==> src/rtl/addsub_acc_ctrl.sv <==
// Accumulator/sequencer stage in front of a combinational 4-bit add/sub unit.
// Optional macro ADDSUB_SAT_EN: saturate ACC on signed overflow instead of wrapping.
module addsub_acc_ctrl #(
  parameter int WIDTH = 4,
  parameter int CNT_W = 8
) (
  input  logic             clk,
  input  logic             rst,
  input  logic             IN_VALID,
  output logic             IN_READY,
  input  logic [WIDTH-1:0] IN_DATA,
  input  logic [1:0]       IN_OP,
  output logic [WIDTH-1:0] A,
  output logic [WIDTH-1:0] B,
  output logic             M,
  input  logic [WIDTH-1:0] S,
  input  logic             C,
  input  logic             V,
  output logic [WIDTH-1:0] ACC,
  output logic             CF,
  output logic             VF,
  output logic             OUT_VALID,
  output logic [CNT_W-1:0] OPCNT
);

  typedef enum logic [1:0] {IDLE, EXEC, DONE} state_t;

  localparam logic [1:0] OP_LOAD  = 2'b00;
  localparam logic [1:0] OP_ADD   = 2'b01;
  localparam logic [1:0] OP_SUB   = 2'b10;
  localparam logic [1:0] OP_CLEAR = 2'b11;

  state_t           state_reg, state_next;
  logic [WIDTH-1:0] acc_reg;
  logic [WIDTH-1:0] operand_reg;
  logic [1:0]       op_reg;
  logic             cf_reg;
  logic             vf_reg;
  logic [CNT_W-1:0] opcnt_reg;
  logic             accept;
  logic [WIDTH-1:0] arith_result;

  always_ff @(posedge clk or posedge rst) begin
    if (rst) state_reg <= IDLE;
    else     state_reg <= state_next;
  end

  always_comb begin
    state_next = state_reg;
    IN_READY   = 1'b0;
    OUT_VALID  = 1'b0;
    accept     = 1'b0;
    case (state_reg)
      IDLE: begin
        IN_READY = 1'b1;
        if (IN_VALID) begin
          accept     = 1'b1;
          state_next = EXEC;
        end
      end
      EXEC: state_next = DONE;
      DONE: begin
        OUT_VALID  = 1'b1;
        state_next = IDLE;
      end
      default: state_next = IDLE;
    endcase
  end

`ifdef ADDSUB_SAT_EN
  // Clamp toward the sign the accumulator held before the overflowing op.
  always_comb begin
    arith_result = S;
    if (V) begin
      if (acc_reg[WIDTH-1]) arith_result = {1'b1, {(WIDTH-1){1'b0}}};
      else                  arith_result = {1'b0, {(WIDTH-1){1'b1}}};
    end
  end
`else
  assign arith_result = S;
`endif

  always_ff @(posedge clk or posedge rst) begin
    if (rst) begin
      acc_reg     <= '0;
      operand_reg <= '0;
      op_reg      <= OP_LOAD;
      cf_reg      <= 1'b0;
      vf_reg      <= 1'b0;
      opcnt_reg   <= '0;
    end else begin
      if (accept) begin
        operand_reg <= IN_DATA;
        op_reg      <= IN_OP;
        opcnt_reg   <= opcnt_reg + CNT_W'(1);
      end
      if (state_reg == EXEC) begin
        case (op_reg)
          OP_LOAD: begin
            acc_reg <= operand_reg;
            cf_reg  <= 1'b0;
          end
          OP_ADD, OP_SUB: begin
            acc_reg <= arith_result;
            cf_reg  <= C;
            vf_reg  <= vf_reg | V;
          end
          OP_CLEAR: begin
            acc_reg <= '0;
            cf_reg  <= 1'b0;
            vf_reg  <= 1'b0;
          end
          default: acc_reg <= acc_reg;
        endcase
      end
    end
  end

  assign A     = acc_reg;
  assign B     = operand_reg;
  assign M     = (op_reg == OP_SUB);
  assign ACC   = acc_reg;
  assign CF    = cf_reg;
  assign VF    = vf_reg;
  assign OPCNT = opcnt_reg;

endmodule
==> config.mk <==
export PLATFORM = sky130hd
export DESIGN_NAME = addsub_acc_ctrl
export DESIGN_NICKNAME = d
export VERILOG_FILES = /design/src/rtl/addsub_acc_ctrl.sv
export SDC_FILE = /design/constraint.sdc
export NUM_CORES = 1
export LEC_CHECK = 0
export ABC_CLOCK_PERIOD_IN_PS = 4250
export CELL_PAD_IN_SITES_DETAIL_PLACEMENT = 1
export CELL_PAD_IN_SITES_GLOBAL_PLACEMENT = 1
export CORE_MARGIN = 2
export CORE_UTILIZATION = 36
export DETAILED_ROUTE_END_ITERATION = 6
export PLACE_DENSITY_LB_ADDON = 0.2
export SYNTH_ARGS = -nofsm -noshare
export SYNTH_HDL_FRONTEND = slang
export SYNTH_SLANG_ARGS = --single-unit
==> constraint.sdc <==
create_clock -name clk -period 4.25 [get_ports clk]
set_clock_uncertainty 0.2 [all_clocks]
set_input_delay 1.275 -clock clk [delete_from_list [all_inputs] [get_ports clk]]
set_output_delay 1.275 -clock clk [all_outputs]
set_load 0.02 [all_outputs]
# Word-level counts from Yosys, hierarchy flattened
# Index checks and enable logic that the tools add are counted.
# totals
ff_bits	22
inputBits	15
output_inout_bits	25
wordCells	30
# classes
add_sub_neg	1
n_eq_ne	6
muxes	9
bitwise_logic	1
reduce_logical	6
# ops
op	count
$pmux W4 S3	1
$add A8 B1 Y8 const B	1
$eq A2 B2 Y1 const B	3
$eq A2 B1 Y1 const B	2
$logic_not A2 Y1	2
$mux W1	4
$pmux W1 S2	2
$pmux W2 S2	1
$reduce_or A2 Y1	2
$mux W2	1
$ne A2 B2 Y1 const B	1
$reduce_and A2 Y1	1
$reduce_bool A2 Y1	1
$or A1 B1 Y1	1

# Logic depth before layout (Yosys ltp)
# Gate-level depths: netlist of run 1.
# depth
word_depth	4
mapped_depth	5
depth_no_buf	5

# Worst setup path before layout of run 1
# No wires, ideal clock.
# synth_timing
path_type	input-to-reg
startpoint	in IN_VALID
endpoint	reg opcnt_reg[3] (netlist: OPCNT[3])
setup_ns	0.131
arrival_time_ns	2.014
path_slack_ns	1.905
stages	4
path_buffers	1
cell_sequence	nor3b_4 buf_8 nand3_4 xnor2_2
# synth_via
elab_chain_cells	2
# synth_lines
item	line	text
from (decl)	9	input logic IN_VALID,
$mux W1	56	if (IN_VALID) begin
$mux W1	53	case (state_reg)
to (signal assigned)	95	opcnt_reg <= opcnt_reg + CNT_W'(1);
to (decl)	39	logic [CNT_W-1:0] opcnt_reg;
# No other way between the ends.
# A chain may end at the register's enable or synchronous reset.

# Final worst setup path of run 1
# layout_timing
startpoint	reg state_reg[0]
endpoint	out OUT_VALID
# layout_via
elab_chain_cells	2
# layout_lines
item	line	text
from (decl)	33	state_t state_reg, state_next;
from (signal assigned)	45	else state_reg <= state_next;
$eq A2 B2 Y1	53	
$mux W1	53	
to (decl)	22	output logic OUT_VALID,
# No other way between the ends.

==> results.cfg, run 1 <==
[power_and_ir_drop]
ir_drop_mv = 0.398
leakagePower_nw = 0.648
power.total_mw = 0.935
powerDensity_mw_per_mm2 = 626

[grt]
grt-ovfl-total = 0
grt_util_met3_pct = 2.42
use_met1_pct = 16.9
first_global_vias = 778
antenna_found_initial = 0
grt_busiest_layer = met2
grtUsageMet2_pct = 22.3
grtUsageTotal_pct = 13.4
grt_pass1_wl_um = 3470
grt_max_degree = 23

[yosys]
synth_warnings = 0
synth-seq-cells = 22
syn_inst = 85
ys_seq_area_share_pct = 51.5
syn_nets = 104
synth.avg_cell_area_um2 = 12.6
synth_cell_types = 27
syn_area_mm2 = 0.00107

[layout]
stdcell_count = 154
nets = 143
syn_to_final_growth_pct = 39.6
largest_register_ffs = 8
final_cell_mix = clkdlybuf4s50_1 (39), dfrtp_1 (22), nand2_1 (8)
layout-drive-gt1-share_pct = 17.1
filler_cell_count = 309
n_antenna_cell = 0
final_common_cell = clkdlybuf4s50_1

[floorplan]
io_pins = 40
die_width_um = 58.5
rows = 19
fp.dieH_um = 58.5
start_util_pct = 38.5
coreArea_mm2 = 0.00278
dieArea_mm2 = 0.00342

[place]
io_buffers = 39
dp_slack_ps = 1090
gp_congestion = 0.679
place_hpwl_um = 1650
placed_cells = 150

[route]
drc = 0
detail-route-antenna-nets = 0
avgRoutedWirePerCell_um = 13.6
first_pass_iters = 3
routed_wl_um = 2100
vias_per_cell = 4.69
drtIter0Drc = 5
dr_total_vias = 723

[critical_path]
r2r_cells = 2
path_class = register to output pin
crit_fanout = 5
cp.required_ps = 2770
cp-start-kind = register
crit_path_end_kind = output pin
critPathArrivalTime_ps = 1560

[clocking]
clk_latency_ps = 290
cts.sinks = 22
cts_hold_buf = 0
clock_path_buffers = 2
cts-htree-levels = 1
clock-root-buffer = clkbuf_4
cts_tree = built
cts_resized = 0
cts_made_buffers = 3
clkTransAtPathRegs_ps = 120
post_cts_buffers = 0

[sta]
fin_hold_ws_ps = 294
setup_ws_ps = 1220
fmax_mhz = 330
rsz0062_at_grt = false
relSlewSlack_pct = 46.8
final-hold-violation-count = 0
tns_ps = 0
post-route-min-period_ps = 3030
finalCritPeriodShare_pct = 71.4
finalSetupViolCount = 0
drv_slew = 0
worst_slew_pin_slew_ps = 798

[worst_hold_path]
holdPathStages = 1
hold_class = register to register

[status]
run_status = completed

[job]
cap_violations = 0
per-stage QoR:
stage / utilization (%) / cell area [um^2]
3_5_place_dp: 52.4 / 1460
5_1_grt: 53.7 / 1490
4_1_cts: 53.7 / 1490
6_report: 53.7 / 1490
2_1_floorplan: - / 1070
3_3_place_gp: 52.4 / 1460
critical path: stages (launching register included):
cell and delay, ps:
dfrtp_1 450, and2b_2 220, clkdlybuf4s50_1 590
power breakdown:
group          leakage, nW  internal, mW  switching, mW
registers            0.274         0.280         0.0728
clock network       0.0210        0.0522         0.0590
logic                0.353         0.241          0.230
worst paths after layout:
check                                   endpoint  slack (ps)                     start
min in group asynchronous       A[1]$_DFFE_PP0N_        1210                       rst
max in group asynchronous  op_reg[0]$_DFFE_PP0P_        2140                       rst
max reg2reg                     B[0]$_DFFE_PP0P_        2390  state_reg[0]$_DFFE_PP0P_
max                                    OUT_VALID        1220  state_reg[0]$_DFFE_PP0P_
min reg2reg                 OPCNT[7]$_DFFE_PP0P_         290      OPCNT[7]$_DFFE_PP0P_
min                         OPCNT[7]$_DFFE_PP0P_         290      OPCNT[7]$_DFFE_PP0P_
per-layer routing:
layer / routed length [um] / vias up
met2: 1050 / 20
met5: 0 / -
met4: 17 / 0
met3: 107 / 2
met1: 921 / 342
li1: - / 359
cell families (layout without fill, tap and decap cells):
logic type,after synthesis,after routing,share of synthesized area [%]
buffers and inverters,10,48,5.96
AOI/OAI and AO/OA,13,13,6.78
xor gates and xnor gates,7,7,8.54
adders and majority gates,4,4,4.68
DFF,22,22,51.5
and+or+nand+nor,24,24,17.3
muxes,5,5,5.26
synth_stat cells:
library cell | number | area [um^2]
mux2_2 | 5 | 56.3
nor2b_1 | 1 | 6.26
nand4_1 | 2 | 12.5
nor3b_4 | 1 | 18.8
and2_2 | 1 | 7.51
a22oi_1 | 3 | 22.5
nand2_1 | 8 | 30.0
and4_1 | 1 | 8.76
inv_1 | 4 | 15.0
ha_1 | 4 | 50.1
and3b_1 | 1 | 8.76
and3_1 | 1 | 6.26
clkbuf_1 | 1 | 3.75
or2b_1 | 1 | 7.51
xnor2_2 | 4 | 65.1
buf_8 | 1 | 15.0
buf_4 | 4 | 30.0
nor3b_1 | 1 | 7.51
a21oi_1 | 3 | 15.0
xnor2_1 | 2 | 17.5
nand3_4 | 3 | 52.6
nand2_2 | 1 | 6.26
o21ai_0 | 7 | 35.0
and2b_2 | 1 | 8.76
xor2_1 | 1 | 8.76
nor2_1 | 1 | 3.75
dfrtp_1 | 22 | 551
final cells by class:
type | count | area, um^2 | area share (%)
Timing Repair Buffer | 40 | 398 | 26.6
Multi-Input combinational cell | 53 | 455 | 30.5
Tap cell | 31 | 38.8 | 2.60
Inverter | 4 | 15.0 | 1.01
Clock buffer | 4 | 36.3 | 2.43
Sequential cell | 22 | 551 | 36.9
No activity file was read; power rests on OpenSTA's default activity.
==> run 2: changes to the inputs <==
- ABC_CLOCK_PERIOD_IN_PS: 4250 -> 3200
- CORE_UTILIZATION: 36 -> 33
- clock period: 4.25 -> 3.2 ns (I/O delays scaled with it)
==> results.cfg, run 2 (same netlist as run 1, synthesis figures left out) <==
[critical_path]
path_class = register to output pin
crit_path_end = OUT_VALID
crit_fanout = 5
ff2ff_setup_slack_ps = 1600
critPathArrivalTime_ps = 1570
cp-start-kind = register
r2r_cells = 3
crit_path_end_kind = output pin
cp.required_ps = 2040
rr_startpoint = state_reg[0]$_DFFE_PP0P_
worstSetupStartpoint = state_reg[0]$_DFFE_PP0P_
r2r_end = OPCNT[1]$_DFFE_PP0P_

[sta]
post-route-min-period_ps = 2730
finalSetupViolCount = 0
final-hold-violation-count = 0
fin_hold_ws_ps = 287
relSlewSlack_pct = 79.0
tns_ps = 0
rsz0062_at_grt = false
worst_slew_pin_slew_ps = 315
drv_slew = 0
finalCritPeriodShare_pct = 85.4
fmax_mhz = 366

[power_and_ir_drop]
ir_drop_mv = 0.304
powerDensity_mw_per_mm2 = 822
leakagePower_nw = 0.653

[route]
met1_length_um = 944
dr.max_layer_used = met4
dr_total_vias = 749
avgRoutedWirePerCell_um = 13.1
drtIter0Drc = 2
met3_length_um = 110
vias_per_cell = 4.46
drc = 0
first_pass_iters = 2
dr_wl_met2_um = 1140
routed_wl_um = 2210
detail-route-antenna-nets = 0

[status]
run_status = completed

[grt]
grtUsageTotal_pct = 14.0
grt-ovfl-total = 0
grt_max_degree = 23
first_global_vias = 831
antenna_found_initial = 0
grt_pass1_wl_um = 3820

[floorplan]
start_util_pct = 34.8
coreArea_mm2 = 0.00308
io_pins = 40
fp.dieH_um = 60.9
dieArea_mm2 = 0.00371
die_width_um = 60.9
rows = 20

[place]
place_hpwl_um = 1700
gp_congestion = 0.718
io_buffers = 39

[clocking]
cts_tree = built
cts_hold_buf = 0
clock-root-buffer = clkbuf_4
post_cts_buffers = 0
clock_path_buffers = 2
clk_latency_ps = 300
cts_resized = 0
cts.sinks = 22
cts-htree-levels = 1
clkTransAtPathRegs_ps = 120
cts_made_buffers = 3

[layout]
final_util_pct = 49.3
final_common_cell = clkdlybuf4s50_1
filler_cell_count = 346
layout-drive-gt1-share_pct = 17.7
syn_to_final_growth_pct = 41.9
multi_input_area_um2 = 455
final_cell_mix = clkdlybuf4s50_1 (39), dfrtp_1 (22), nand2_1 (8)
n_antenna_cell = 0
nets = 144
regArea_um2 = 551
largest_register_ffs = 8

[worst_hold_path]
hold_class = register to register
hold_path_startpoint = OPCNT[7]$_DFFE_PP0P_

[job]
cap_violations = 0
[run 2: cell types whose count changed in the layout (fill, tap and decap cells not counted), sizes merged]
cell	delta
buf	+1
[run 2: worst max-delay path, stage by stage (launching register included)]
cell and delay (ps):
dfrtp_1 450, and2b_2 230, clkdlybuf4s50_1 590
[run 2: area by class of cell]
type / instances / share of cell area, %
Inverter: 4 / 0.989
Tap cell: 44 / 3.63
Timing Repair Buffer: 41 / 26.7
Clock buffer: 4 / 2.39
Sequential cell: 22 / 36.3
Multi-Input combinational cell: 53 / 30.0
[run 2: report_power, final]
group	switching [mW]	internal, mW	leakage (nW)	total (mW)
combinational	0.308	0.321	0.358	0.629
clock	0.0819	0.0693	0.0210	0.151
sequential	0.0963	0.372	0.274	0.468
total	0.486	0.762	0.653	1.25
[run 2: routing by layer]
metal  up-vias  global-route usage (%)
met3         2                    2.56
met4         0                    5.59
met2        23                    24.9
met1       363                    16.6
li1        361                       -
met5         -                       0
[run 2: worst min path at each step]
| stage | cells past startpoint | slack [ps] | endpoint |
|---|---|---|---|
| floorplan | 2 | 350 | VF$_DFFE_PP0P_ |
| global route | 1 | 300 | OPCNT[7]$_DFFE_PP0P_ |
| global placement | 2 | 260 | CF$_DFFE_PP0N_ |
| CTS | 1 | 290 | OPCNT[7]$_DFFE_PP0P_ |
| detailed placement | 1 | 270 | OPCNT[7]$_DFFE_PP0P_ |
| finish | 1 | 290 | OPCNT[7]$_DFFE_PP0P_ |
[run 2: stage by stage]
step / instance area [um^2] / std cells / power, mW / setup WS, ps
floorplan: 1070 / 85 / 0.842 / 1170
global placement: 1480 / 164 / 1.09 / 654
detailed placement: 1480 / 164 / 1.11 / 625
CTS: 1520 / 168 / 1.27 / 443
global route: 1520 / 168 / 1.35 / 381
finish: 1520 / 168 / 1.25 / 468
